`config.mk`:
```
export PLATFORM = sky130hd
export DESIGN_NAME = uart_port
export DESIGN_NICKNAME = d
export VERILOG_FILES = /design/src/rtl/uart_port.sv
export SDC_FILE = /design/constraint.sdc
export NUM_CORES = 1
export LEC_CHECK = 0
export ABC_CLOCK_PERIOD_IN_PS = 3300
export CAP_MARGIN = 20
export CORE_MARGIN = 1.5
export CORE_UTILIZATION = 50
export DETAILED_ROUTE_END_ITERATION = 10
export MAX_ROUTING_LAYER = met4
export PLACE_DENSITY = 0.75
export SLEW_MARGIN = 40
export SYNTH_ARGS = -nofsm -noshare
export SYNTH_HDL_FRONTEND = slang
export SYNTH_SLANG_ARGS = --single-unit
```
`constraint.sdc`:
```
create_clock -name clk -period 3.3 [get_ports clk]
set_clock_uncertainty 0.1 [all_clocks]
set_input_delay 0.495 -clock clk [delete_from_list [all_inputs] [get_ports clk]]
set_output_delay 0.495 -clock clk [all_outputs]
set_load 0.01 [all_outputs]
```
`src/rtl/uart_port.sv`:
```
// uart_port: memory-mapped 8N1 UART with a small transmit FIFO, a one-byte
// receive holding register and a programmable 16-bit baud divisor.
// Optional build macro UART_LOOPBACK_EN enables the internal loopback bit
// (CTRL bit2). Without it the bit reads 0 and cannot be set.
module uart_port #(
    parameter logic [15:0] DEFAULT_DIV   = 16'd26,
    parameter int          TX_DEPTH_LOG2 = 2
) (
    input  logic       clk,
    input  logic       rst,
    input  logic       ce,
    input  logic       wren,
    input  logic       rden,
    input  logic [3:0] addr,
    input  logic [7:0] data_in,
    output logic [7:0] data_out,
    output logic       tx,
    input  logic       rx
);
    localparam int DEPTH = 1 << TX_DEPTH_LOG2;
    localparam int PW    = TX_DEPTH_LOG2 + 1;

    localparam logic [1:0] S_IDLE  = 2'd0;
    localparam logic [1:0] S_START = 2'd1;
    localparam logic [1:0] S_DATA  = 2'd2;
    localparam logic [1:0] S_STOP  = 2'd3;

`ifdef UART_LOOPBACK_EN
    localparam logic [7:0] CTRL_MASK = 8'h07;
`else
    localparam logic [7:0] CTRL_MASK = 8'h03;
`endif

    logic [15:0] div_q, div_d;
    logic [7:0]  ctrl_q, ctrl_d;
    logic [7:0]  data_out_q, data_out_d;
    logic [7:0]  fifo_mem_q [DEPTH];
    logic [PW-1:0] wr_ptr_q, wr_ptr_d, rd_ptr_q, rd_ptr_d;
    logic [1:0]  tx_state_q, tx_state_d;
    logic [15:0] tx_cnt_q, tx_cnt_d;
    logic [2:0]  tx_bit_q, tx_bit_d;
    logic [7:0]  tx_shift_q, tx_shift_d;
    logic        tx_q, tx_d;
    logic        rx_s1_q, rx_s1_d, rx_s2_q, rx_s2_d, rx_prev_q, rx_prev_d;
    logic [1:0]  rx_state_q, rx_state_d;
    logic [15:0] rx_cnt_q, rx_cnt_d;
    logic [2:0]  rx_bit_q, rx_bit_d;
    logic [7:0]  rx_shift_q, rx_shift_d;
    logic [7:0]  rx_data_q, rx_data_d;
    logic        rx_full_q, rx_full_d, oe_q, oe_d, fe_q, fe_d;

    logic wr_en, rd_en, push_req, push_ok, tx_pop, rx_pop, rx_done;
    logic fifo_empty, fifo_full, loop_en, rx_src;
    logic [7:0] fifo_head, status, rd_val;

    assign wr_en    = ce & wren;
    assign rd_en    = ce & rden;
    assign push_req = wr_en && (addr == 4'd0);
    assign rx_pop   = rd_en && (addr == 4'd0);

`ifdef UART_LOOPBACK_EN
    assign loop_en = ctrl_q[2];
`else
    assign loop_en = 1'b0;
`endif
    // In loopback the receiver listens to the transmitter and the pin idles
    assign rx_src   = loop_en ? tx_q : rx;
    assign tx       = loop_en ? 1'b1 : tx_q;
    assign data_out = data_out_q;

    assign fifo_empty = (wr_ptr_q == rd_ptr_q);
    assign fifo_full  = (wr_ptr_q[PW-1] != rd_ptr_q[PW-1]) &&
                        (wr_ptr_q[PW-2:0] == rd_ptr_q[PW-2:0]);
    assign fifo_head  = fifo_mem_q[rd_ptr_q[PW-2:0]];
    // A push into a full FIFO still lands if the transmitter pops on the same edge
    assign push_ok    = push_req && (!fifo_full || tx_pop);
    assign status     = {3'b000, fe_q, oe_q, rx_full_q, fifo_full,
                         fifo_empty && (tx_state_q == S_IDLE)};

    // Transmit state machine: counter reloads from DIV at every bit boundary
    always_comb begin
        tx_state_d = tx_state_q;
        tx_cnt_d   = tx_cnt_q;
        tx_bit_d   = tx_bit_q;
        tx_shift_d = tx_shift_q;
        tx_d       = tx_q;
        tx_pop     = 1'b0;
        case (tx_state_q)
            S_IDLE: begin
                if (ctrl_q[0] && !fifo_empty) begin
                    tx_state_d = S_START; tx_cnt_d = div_q;
                    tx_shift_d = fifo_head; tx_d = 1'b0; tx_pop = 1'b1;
                end
            end
            S_START: begin
                if (tx_cnt_q == 16'd0) begin
                    tx_state_d = S_DATA; tx_cnt_d = div_q;
                    tx_bit_d = 3'd0; tx_d = tx_shift_q[0];
                end else tx_cnt_d = tx_cnt_q - 16'd1;
            end
            S_DATA: begin
                if (tx_cnt_q == 16'd0) begin
                    tx_cnt_d = div_q;
                    if (tx_bit_q == 3'd7) begin
                        tx_state_d = S_STOP; tx_d = 1'b1;
                    end else begin
                        tx_bit_d   = tx_bit_q + 3'd1;
                        tx_shift_d = {1'b0, tx_shift_q[7:1]};
                        tx_d       = tx_shift_q[1];
                    end
                end else tx_cnt_d = tx_cnt_q - 16'd1;
            end
            default: begin
                if (tx_cnt_q == 16'd0) begin
                    if (ctrl_q[0] && !fifo_empty) begin
                        tx_state_d = S_START; tx_cnt_d = div_q;
                        tx_shift_d = fifo_head; tx_d = 1'b0; tx_pop = 1'b1;
                    end else tx_state_d = S_IDLE;
                end else tx_cnt_d = tx_cnt_q - 16'd1;
            end
        endcase
    end

    // Receive synchronizer and state machine; samples mid-bit after a half-period start check
    always_comb begin
        rx_s1_d    = rx_src;
        rx_s2_d    = rx_s1_q;
        rx_prev_d  = rx_s2_q;
        rx_state_d = rx_state_q;
        rx_cnt_d   = rx_cnt_q;
        rx_bit_d   = rx_bit_q;
        rx_shift_d = rx_shift_q;
        rx_done    = 1'b0;
        case (rx_state_q)
            S_IDLE: begin
                if (ctrl_q[1] && rx_prev_q && !rx_s2_q) begin
                    rx_state_d = S_START; rx_cnt_d = {1'b0, div_q[15:1]};
                end
            end
            S_START: begin
                if (rx_cnt_q == 16'd0) begin
                    if (rx_s2_q) rx_state_d = S_IDLE;
                    else begin
                        rx_state_d = S_DATA; rx_cnt_d = div_q; rx_bit_d = 3'd0;
                    end
                end else rx_cnt_d = rx_cnt_q - 16'd1;
            end
            S_DATA: begin
                if (rx_cnt_q == 16'd0) begin
                    rx_shift_d = {rx_s2_q, rx_shift_q[7:1]};
                    rx_cnt_d   = div_q;
                    if (rx_bit_q == 3'd7) rx_state_d = S_STOP;
                    else rx_bit_d = rx_bit_q + 3'd1;
                end else rx_cnt_d = rx_cnt_q - 16'd1;
            end
            default: begin
                if (rx_cnt_q == 16'd0) begin
                    rx_done = 1'b1; rx_state_d = S_IDLE;
                end else rx_cnt_d = rx_cnt_q - 16'd1;
            end
        endcase
    end

    // Bus registers, receive holding register and error flags
    always_comb begin
        div_d      = div_q;
        ctrl_d     = ctrl_q;
        rx_data_d  = rx_data_q;
        rx_full_d  = rx_full_q;
        oe_d       = oe_q;
        fe_d       = fe_q;
        wr_ptr_d   = push_ok ? wr_ptr_q + 1'b1 : wr_ptr_q;
        rd_ptr_d   = tx_pop ? rd_ptr_q + 1'b1 : rd_ptr_q;
        if (wr_en) begin
            case (addr)
                4'd1: begin
                    if (data_in[3]) oe_d = 1'b0;
                    if (data_in[4]) fe_d = 1'b0;
                end
                4'd2: div_d[7:0]  = data_in;
                4'd3: div_d[15:8] = data_in;
                4'd4: ctrl_d      = data_in & CTRL_MASK;
                default: ;
            endcase
        end
        if (rx_pop) rx_full_d = 1'b0;
        // A pop on the completion edge frees the holder, so no overrun
        if (rx_done) begin
            if (!rx_full_q || rx_pop) begin
                rx_data_d = rx_shift_q;
                rx_full_d = 1'b1;
                if (!rx_s2_q) fe_d = 1'b1;
            end else oe_d = 1'b1;
        end
        case (addr)
            4'd0:    rd_val = rx_data_q;
            4'd1:    rd_val = status;
            4'd2:    rd_val = div_q[7:0];
            4'd3:    rd_val = div_q[15:8];
            4'd4:    rd_val = ctrl_q;
            default: rd_val = 8'h00;
        endcase
        data_out_d = rd_en ? rd_val : data_out_q;
    end

    // FIFO storage; contents need no reset since the pointers define validity
    always_ff @(posedge clk) begin
        if (push_ok) fifo_mem_q[wr_ptr_q[PW-2:0]] <= data_in;
    end

    // State registers with synchronous active-low reset
    always_ff @(posedge clk) begin
        if (!rst) begin
            div_q <= DEFAULT_DIV;   ctrl_q <= 8'h03;    data_out_q <= 8'h00;
            wr_ptr_q <= '0;         rd_ptr_q <= '0;
            tx_state_q <= S_IDLE;   tx_cnt_q <= 16'd0;  tx_bit_q <= 3'd0;
            tx_shift_q <= 8'h00;    tx_q <= 1'b1;
            rx_s1_q <= 1'b1;        rx_s2_q <= 1'b1;    rx_prev_q <= 1'b1;
            rx_state_q <= S_IDLE;   rx_cnt_q <= 16'd0;  rx_bit_q <= 3'd0;
            rx_shift_q <= 8'h00;    rx_data_q <= 8'h00;
            rx_full_q <= 1'b0;      oe_q <= 1'b0;       fe_q <= 1'b0;
        end else begin
            div_q <= div_d;         ctrl_q <= ctrl_d;   data_out_q <= data_out_d;
            wr_ptr_q <= wr_ptr_d;   rd_ptr_q <= rd_ptr_d;
            tx_state_q <= tx_state_d; tx_cnt_q <= tx_cnt_d; tx_bit_q <= tx_bit_d;
            tx_shift_q <= tx_shift_d; tx_q <= tx_d;
            rx_s1_q <= rx_s1_d;     rx_s2_q <= rx_s2_d; rx_prev_q <= rx_prev_d;
            rx_state_q <= rx_state_d; rx_cnt_q <= rx_cnt_d; rx_bit_q <= rx_bit_d;
            rx_shift_q <= rx_shift_d; rx_data_q <= rx_data_d;
            rx_full_q <= rx_full_d; oe_q <= oe_d;       fe_q <= fe_d;
        end
    end
endmodule

```
==> Word-level counts from Yosys, hierarchy flattened <==
Memory sizes are Yosys's and may differ from the RTL's. A register that Yosys moved wholly into a read port is not among the register bits.
Cells that the tools add are included.
{ "totals": {"ff_bits": 105, "ram_bits": 32, "inputBits": 18, "wordCells": 163, "n_memories": 1} }
{ "mem_list": {"columns": ["memory", "words", "width", "read_ports", "rd_clocked_by_memory_dff", "write_ports", "line", "rtl"], "rows": [
  ["fifo_mem_q", 4, 8, 1, 1, 1, "37", "logic [7:0] fifo_mem_q [DEPTH];"]
]} }
{ "classes": {"addsub": 6, "eq_ne": 26, "muxes": 68, "bitwise_logic": 3, "reduce_logical": 37} }
{ "op_table": {"columns": ["operator", "n"], "rows": [
  ["$mux 16", 8],
  ["$pmux 16 s3", 1],
  ["$pmux 8 s5", 1],
  ["$logic_not 16->1", 2],
  ["$mux 8", 4],
  ["$pmux 16 s2", 1],
  ["$sub 16x1->16 const B", 2],
  ["$mux 1", 26],
  ["$mux 2", 13],
  ["$pmux 8 s3", 1],
  ["$mux 3", 7],
  ["$ne 2x2->1 const B", 10],
  ["$reduce_and 5->1", 3],
  ["$add 3x1->3 const B", 4],
  ["$pmux 2 s3", 2],
  ["$pmux 3 s2", 2],
  ["$reduce_and 2->1", 5],
  ["$eq 4x2->1 const B", 2],
  ["$logic_and 1x1->1", 8],
  ["$reduce_and 4->1", 2],
  ["$reduce_bool 2->1", 4],
  ["$eq 3x3->1 const B", 2],
  ["$reduce_and 3->1", 2],
  ["$eq 2x1->1 const B", 2],
  ["19 further kinds", 26]
]} }

==> Logic depth before layout (Yosys ltp) <==
Gate-level depths: netlist (run 1).
{ "logic_depth": {"depth_word": 10, "depth_mapped": 10} }

==> Least setup slack after synthesis (run 1) <==
No wires, ideal clock.
{ "synth_path": {"path_type": "register to register", "startpoint": "reg tx_cnt_q[0]", "endpoint": "mem fifo_mem_q[3][0], enable pin", "setup_ps": 340, "arrival_time_ps": 2192, "path_slack_ps": 668, "stages_incl_launch_ff": 9, "n_path_buf": 1, "synth_period_minus_slack_ps": 2632, "path_cell_list": "dfxtp_1 inv_1 ha_1 nor4b_1 and4_1 buf_2 nand2_1 a31oi_1 and2_1"} }
{ "synth_via": {"elab_chain_cells": 7} }
{ "synth_rtl": {"columns": ["element", "line", "rtl"], "rows": [
  ["start, declared", "40", "logic [15:0] tx_cnt_q, tx_cnt_d;"],
  ["start signal, assigned", "225", "tx_state_q <= tx_state_d; tx_cnt_q <= tx_cnt_d; tx_bit_q <= tx_bit_d;"],
  ["$logic_not 16->1", "114", "if (tx_cnt_q == 16'd0) begin"],
  ["$mux 1", "114", null],
  ["$pmux 1 s2", "88", "case (tx_state_q)"],
  ["$logic_or 1x1->1", "76", "assign push_ok = push_req && (!fifo_full || tx_pop);"],
  ["$logic_and 1x1->1", "76", null],
  ["$mux 1", "208", "if (push_ok) fifo_mem_q[wr_ptr_q[PW-2:0]] <= data_in;"],
  ["$mux 1 (not written as such)", "208", null],
  ["end, declared", "37", null]
]} }
Every way passes these cells.

==> Final worst setup path (run 1) <==
{ "layout_path": {"startpoint": "reg rx_cnt_q[0]", "endpoint": "reg rx_cnt_q[8]"} }
{ "layout_via": {"elab_chain_cells": 3} }
{ "layout_rtl": {"columns": ["element", "line", "rtl"], "rows": [
  ["start, declared", "46", "logic [15:0] rx_cnt_q, rx_cnt_d;"],
  ["start signal, assigned", "228", "rx_state_q <= rx_state_d; rx_cnt_q <= rx_cnt_d; rx_bit_q <= rx_bit_d;"],
  ["$sub 16x1->16 / $logic_not 16->1 (equally long branches)", null, null],
  ["$mux 16, or another cell as far along", "157", "if (rx_cnt_q == 16'd0) begin"],
  ["$pmux 16 s3 / $reduce_and 3->1 (equally long branches)", null, null]
]} }
Parallel ways exist; a longest one is shown, timed or not. The select of a mux whose other input is x is not followed.
A chain may end at the register's enable or synchronous reset.

==> results of run 1 <==
==> cells in the mapped netlist, drive strengths merged, types with 15 or more instances <==
master / instances
ha: 20
o21ai: 51
edfxtp: 32
nand3: 28
inv: 17
dfxtp: 107
clkbuf: 42
mux2i: 50
a21oi: 55
a31oi: 17
nor4: 15
nand2: 79
nor2: 92
==> power groups by stage <==
stage          sequential, mW  clock (mW)  combinational, mW
2_1_floorplan            2.11           0               3.16
3_3_place_gp             2.21           0               4.06
3_5_place_dp             2.22           0               4.10
4_1_cts                  2.18        1.86               4.14
5_1_grt                  2.22        1.94               4.58
6_report                 2.19        1.86               4.27
==> flip-flops by register name, summed over array words and instances, names as in the netlist, 8 cells and up, named ones only <==
| signal | flops |
|---|---|
| fifo_mem_q | 32 |
| div_q | 16 |
| rx_cnt_q | 16 |
| tx_cnt_q | 16 |
| data_out | 8 |
| rx_data_q | 8 |
| rx_shift_q | 8 |
| tx_shift_q | 8 |
==> area by class of cell <==
class	count	share of cell area, %
Clock buffer	21	5.449
Sequential cell	139	36.72
Tap cell	184	2.724
Clock inverter	11	1.318
Inverter	18	0.7995
Multi-Input combinational cell	610	48.13
Timing Repair Buffer	46	4.856
==> critical path: stages, from the launching register on <==
cell and delay, ns:
dfxtp_1 0.34, inv_1 0.13, ha_1 0.15, or4b_2 0.64
or4_4 0.63, a21oi_4 0.38, nor4_1 0.08, a221oi_1 0.20
o21ai_0 0.12
==> worst max-delay path by stage <==
stage,depth (start not counted),slack [ns],endpoint
floorplan,8,0.67,fifo_mem_q[3][0]
finish,8,0.39,rx_cnt_q[8]
global placement,7,0.48,fifo_mem_q[3][7]
CTS,8,0.41,rx_cnt_q[8]
detailed placement,8,0.41,rx_cnt_q[4]
global route,8,0.21,rx_cnt_q[8]
==> routing by layer <==
layer  GRT usage [%]  up-vias
met2           41.21      342
met1           34.20     3126
met3           5.220       65
met4           11.16        0
li1                -     3067
met5               -        -
==> stage by stage <==
step	hold WS (ns)	area [µm²]	utilization [%]	worst slack (ns)	instances
6_report	0.3067	8451	58.14	0.3924	1029
4_1_cts	0.3117	8448	58.13	0.4079	1029
3_5_place_dp	0.2972	7876	54.19	0.4133	997
5_1_grt	0.3311	8451	58.14	0.2085	1029
2_1_floorplan	0.2863	7463	-	0.6684	822
3_3_place_gp	0.2888	7876	54.19	0.4793	997
==> cells by family after synthesis <==
group           Yosys count
fa+ha+maj                20
mux                      64
simple gates            292
flops                   139
buf+inv                  73
xor+xnor                 19
compound gates          215
==> qor.txt, run 1 <==
number of synthesized flops with an enable pin = 32
total track usage = 26.62%
part of the cycle the worst path needs = 88.11%
via count = 6600
max layer used = met4
worst relative slew slack = 47.59%
Final Setup Violations = 0
Net Switching = 3.666 mW
Hold Path Depth = 1
drt drc = 0
Port Buffers = 26
Synth Area in Compound Gates = 19.09%
DIE AREA = 15670 µm²
share of cells above drive strength 1 = 10.53%
Post-synth ARST share = 0%
Die H = 125.2 µm
largest net degree at the start of global routing = 36
NumNets Final = 870
Crit. Startpoint = rx_cnt_q[0]
r2r setup slk = 0.39 ns
DR WL met3 = 1.648 mm
RSZ-0062 raised after global routing = no
post_cts resized = 0
main combinational cell family by area after synthesis = simple AND/OR/NAND/NOR gates
internal power component = 4.648 mW
vias in the first global route = 6096
class of the worst hold path = flop to flop
Peak VDD IR = 0.6587 mV
Worst R2R Path Depth = 8
clock insertion delay at the later pin of the skew report = 0.43 ns
worst-margin pin slew = 0.7862 ns
adder-cell share of the synthesized area = 3.353%
Fmax = 343.9 MHz
Root Buffer = clkbuf_16
Core Area = 14530 µm²
GP Congestion = 0.9174
CTS tree = yes
DRT Wirelength = 20.16 mm
# H-tree levels = 4
Mean Syn Cell Area = 9.080 µm²
FF/Latch Area = 3103 µm²
Hold Path End = rx_prev_d
CTS buffer count = 17
pwr/cell area = 983.8 nW/µm²
Overflow after GRT = 0
first-pass GRT wire length = 32.19 mm
met2 wire length = 9.495 mm
largest cells by area after synthesis = dfxtp_1 (29%), edfxtp_1 (13%), mux2i_1 (6.7%)
Slew Viols, Final = 0
Final Power = 8.314 mW
Seq pwr share = 26.3%
RR Endpoint = rx_cnt_q[8]
area share of the leading cell type in the synthesized netlist = 28.70%
Setup TNS = 0 ns
YS warnings = 0
ANT cells = 0
Detailed Place HPWL = 13.30 mm
Pre-antenna DRT Iters = 6
CP endpoint kind = flop
Final ANT Viol Nets = 0
mux contribution to synthesized area = 10.48%
cell taking the most area after synthesis = dfxtp_1
cts hold-fix bufs = 0
simple-gate area share of the yosys netlist = 19.11%
wl on met1 = 8.411 mm
Mapped Cells = 822
Syn-to-layout area delta = 13.23%
postcts setup bufs = 0
critical path class = flop to flop
Crit path required time = 3.49 ns
commonest cells after routing, fill and taps aside = dfxtp_1 (107), nor2_1 (88), nand2_1 (79)
synthesized cell area = 7463 µm²
RR Startpoint = rx_cnt_q[0]
sequential-to-total area share from yosys stat = 41.58%
combinational share of power = 51.3%
crit-path max FO = 14
min-delay src = rx_s1_q
Most used DFF post-synth = dfxtp_1
die span in x = 125.2 µm
Ports = 27
startpoint types = flop
most common cell after layout, fill and taps aside = dfxtp_1
count of different cell masters after synthesis = 81
Final Hold Fails = 0
Starting Density = 51.35%
Sw Ratio = 44.09%
initial drt markers = 668
drt via density = 6.414
filler instances = 1214
drt wl/cell = 19.59 µm
Sink Count = 139
Tmin final = 2.908 ns
row count = 44
max cap viols = 0
Pleak = 3.184 nW
deepest clock path buffer count = 2
Clk pwr share = 22.3%
Synthesized Nets = 860
Clock Pin Slew Worst Setup and Hold Paths = 0.06 ns
multi-input gate area in the final layout = 4068 µm²
status = completed
#FFs+latches synth = 139
initial antenna violation count = 0
Post-Synth XOR/XNOR Area = 2.230%
Worst Path Arrival = 3.10 ns
(Power assumes the default switching activity.)
==> run 2: changes to the inputs <==
--- a/config.mk
+++ b/config.mk
@@ -12,7 +12,8 @@
 export DETAILED_ROUTE_END_ITERATION = 10
 export MAX_ROUTING_LAYER = met4
 export PLACE_DENSITY = 0.75
-export SLEW_MARGIN = 40
+export SKIP_CTS_REPAIR_TIMING = 1
+export SLEW_MARGIN = 5
 export SYNTH_ARGS = -nofsm -noshare
 export SYNTH_HDL_FRONTEND = slang
 export SYNTH_SLANG_ARGS = --single-unit
==> run 2 against run 1 <==
  * Routed wire length fell by 0.43%
  * Final area barely moved
  * Setup slack got worse by 0.015 ns
  * Clock-buffer cell count did not move
  * Critical path type unchanged
  * Critical endpoint unchanged
  * Highest routed layer unchanged
==> qor.txt, run 2 (synthesis gave the netlist of run 1 again) <==
GP Congestion = 0.9174
largest net degree at the start of global routing = 36
Pleak = 3.183 nW
WHS = 0.3067 ns
Slew Viols, Final = 0
RSZ-0062 raised after global routing = no
row count = 44
multi-input gate area in the final layout = 4065 µm²
DRT Wirelength = 20.07 mm
critical path class = flop to flop
Worst Path Arrival = 3.11 ns
Syn-to-layout area delta = 13.19%
clock insertion delay at the later pin of the skew report = 0.43 ns
final core occ = 58.13%
status = completed
Final ANT Viol Nets = 0
Die H = 125.2 µm
class of the worst hold path = flop to flop
Final Hold Fails = 0
FF/Latch Area = 3103 µm²
CP endpoint kind = flop
ANT cells = 0
vias in the first global route = 6096
# H-tree levels = 4
drt via density = 6.351
total track usage = 26.62%
drt drc = 0
Clock Pin Slew Worst Setup and Hold Paths = 0.06 ns
pre-CTS setup slack = 0.4133 ns
Overflow after GRT = 0
max reg flops = 32
max cap viols = 0
Pre-antenna DRT Iters = 5
die span in x = 125.2 µm
Sink Count = 139
initial drt markers = 775
pwr/cell area = 981.6 nW/µm²
most common cell after layout, fill and taps aside = dfxtp_1
Core Area = 14530 µm²
Final Setup Violations = 0
Ports = 27
CTS buffer count = 17
first-pass GRT wire length = 32.19 mm
Tmin final = 2.923 ns
Crit path required time = 3.49 ns
CTS tree = yes
DIE AREA = 15670 µm²
NumNets Final = 870
drt wl/cell = 19.51 µm
Fmax = 342.2 MHz
deepest clock path buffer count = 2
startpoint types = flop
filler instances = 1215
cell breakdown of the critical path = inv_1 -> ha_1 -> or4b_2 -> or4_4 -> a21oi_4 -> nor4_1 -> a221oi_1 -> o21ai_0
Top delay family on crit path = simple AND/OR/NAND/NOR gates
Starting Density = 51.35%
crit-path max cell delay = 0.64 ns
Port Buffers = 26
crit-path max FO = 14
worst relative slew slack = 40.55%
Peak VDD IR = 0.6628 mV
share of cells above drive strength 1 = 10.41%
commonest cells after routing, fill and taps aside = dfxtp_1 (107), nor2_1 (89), nand2_1 (79)
Detailed Place HPWL = 13.30 mm
initial antenna violation count = 0
Setup TNS = 0 ns
slack of the critical path = 0.3774 ns
worst-margin pin slew = 0.8884 ns
via count = 6535
Root Buffer = clkbuf_16
CP max stage cell = or4b_2
Buf+Inv Stages, Crit Path = 1
part of the cycle the worst path needs = 88.56%
run 2: cell counts in the layout (fill, tap and decap cells not counted):
Identical to the previous run, type by type.
run 2: routing by layer:
metal  vias to the layer above  routed length (µm)  global-route usage [%]
met5                         -                   0                       -
met4                         0                 634                   11.16
met3                        57                1528                   5.220
met2                       319                9461                   41.21
met1                      3095                8446                   34.20
li1                       3064                   -                       -
run 2: power by group:
group	internal [mW]	total, mW	leakage, nW	switching, mW
registers	1.94	2.19	1.15	0.250
clock network	1.09	1.86	0.279	0.768
logic	1.62	4.25	1.75	2.63
total	4.65	8.29	3.18	3.65
run 2: area by class of cell:
type / instances / area share (%)
Clock buffer: 21 / 5.450
Tap cell: 184 / 2.725
Clock inverter: 11 / 1.318
Sequential cell: 139 / 36.73
Multi-Input combinational cell: 610 / 48.12
Inverter: 18 / 0.7998
Timing Repair Buffer: 46 / 4.858
run 2: stage by stage:
| stage | instance area, µm² | std cells | total power, mW |
|---|---|---|---|
| final | 8448 | 1029 | 8.293 |
| after global routing | 8448 | 1029 | 8.739 |
| after CTS | 8448 | 1029 | 8.183 |
| after detailed placement | 7876 | 997 | 6.319 |
| after global placement | 7876 | 997 | 6.274 |
| after floorplan | 7463 | 822 | 5.277 |
run 2: path summary, 6_finish.rpt:
check                 to        start  slack (ns)  cells past startpoint
min reg2reg    rx_prev_d      rx_s1_q        0.31                      1
min            rx_prev_d      rx_s1_q        0.31                      1
max reg2reg  rx_cnt_q[8]  rx_cnt_q[0]        0.38                      8
max          rx_cnt_q[8]  rx_cnt_q[0]        0.38                      8
run 2: worst register-to-register path: stages, from the launching register on:
cell	delay (ns)
dfxtp_1	0.34
inv_1	0.13
ha_1	0.15
or4b_2	0.64
or4_4	0.63
a21oi_4	0.39
nor4_1	0.09
a221oi_1	0.21
o21ai_0	0.12
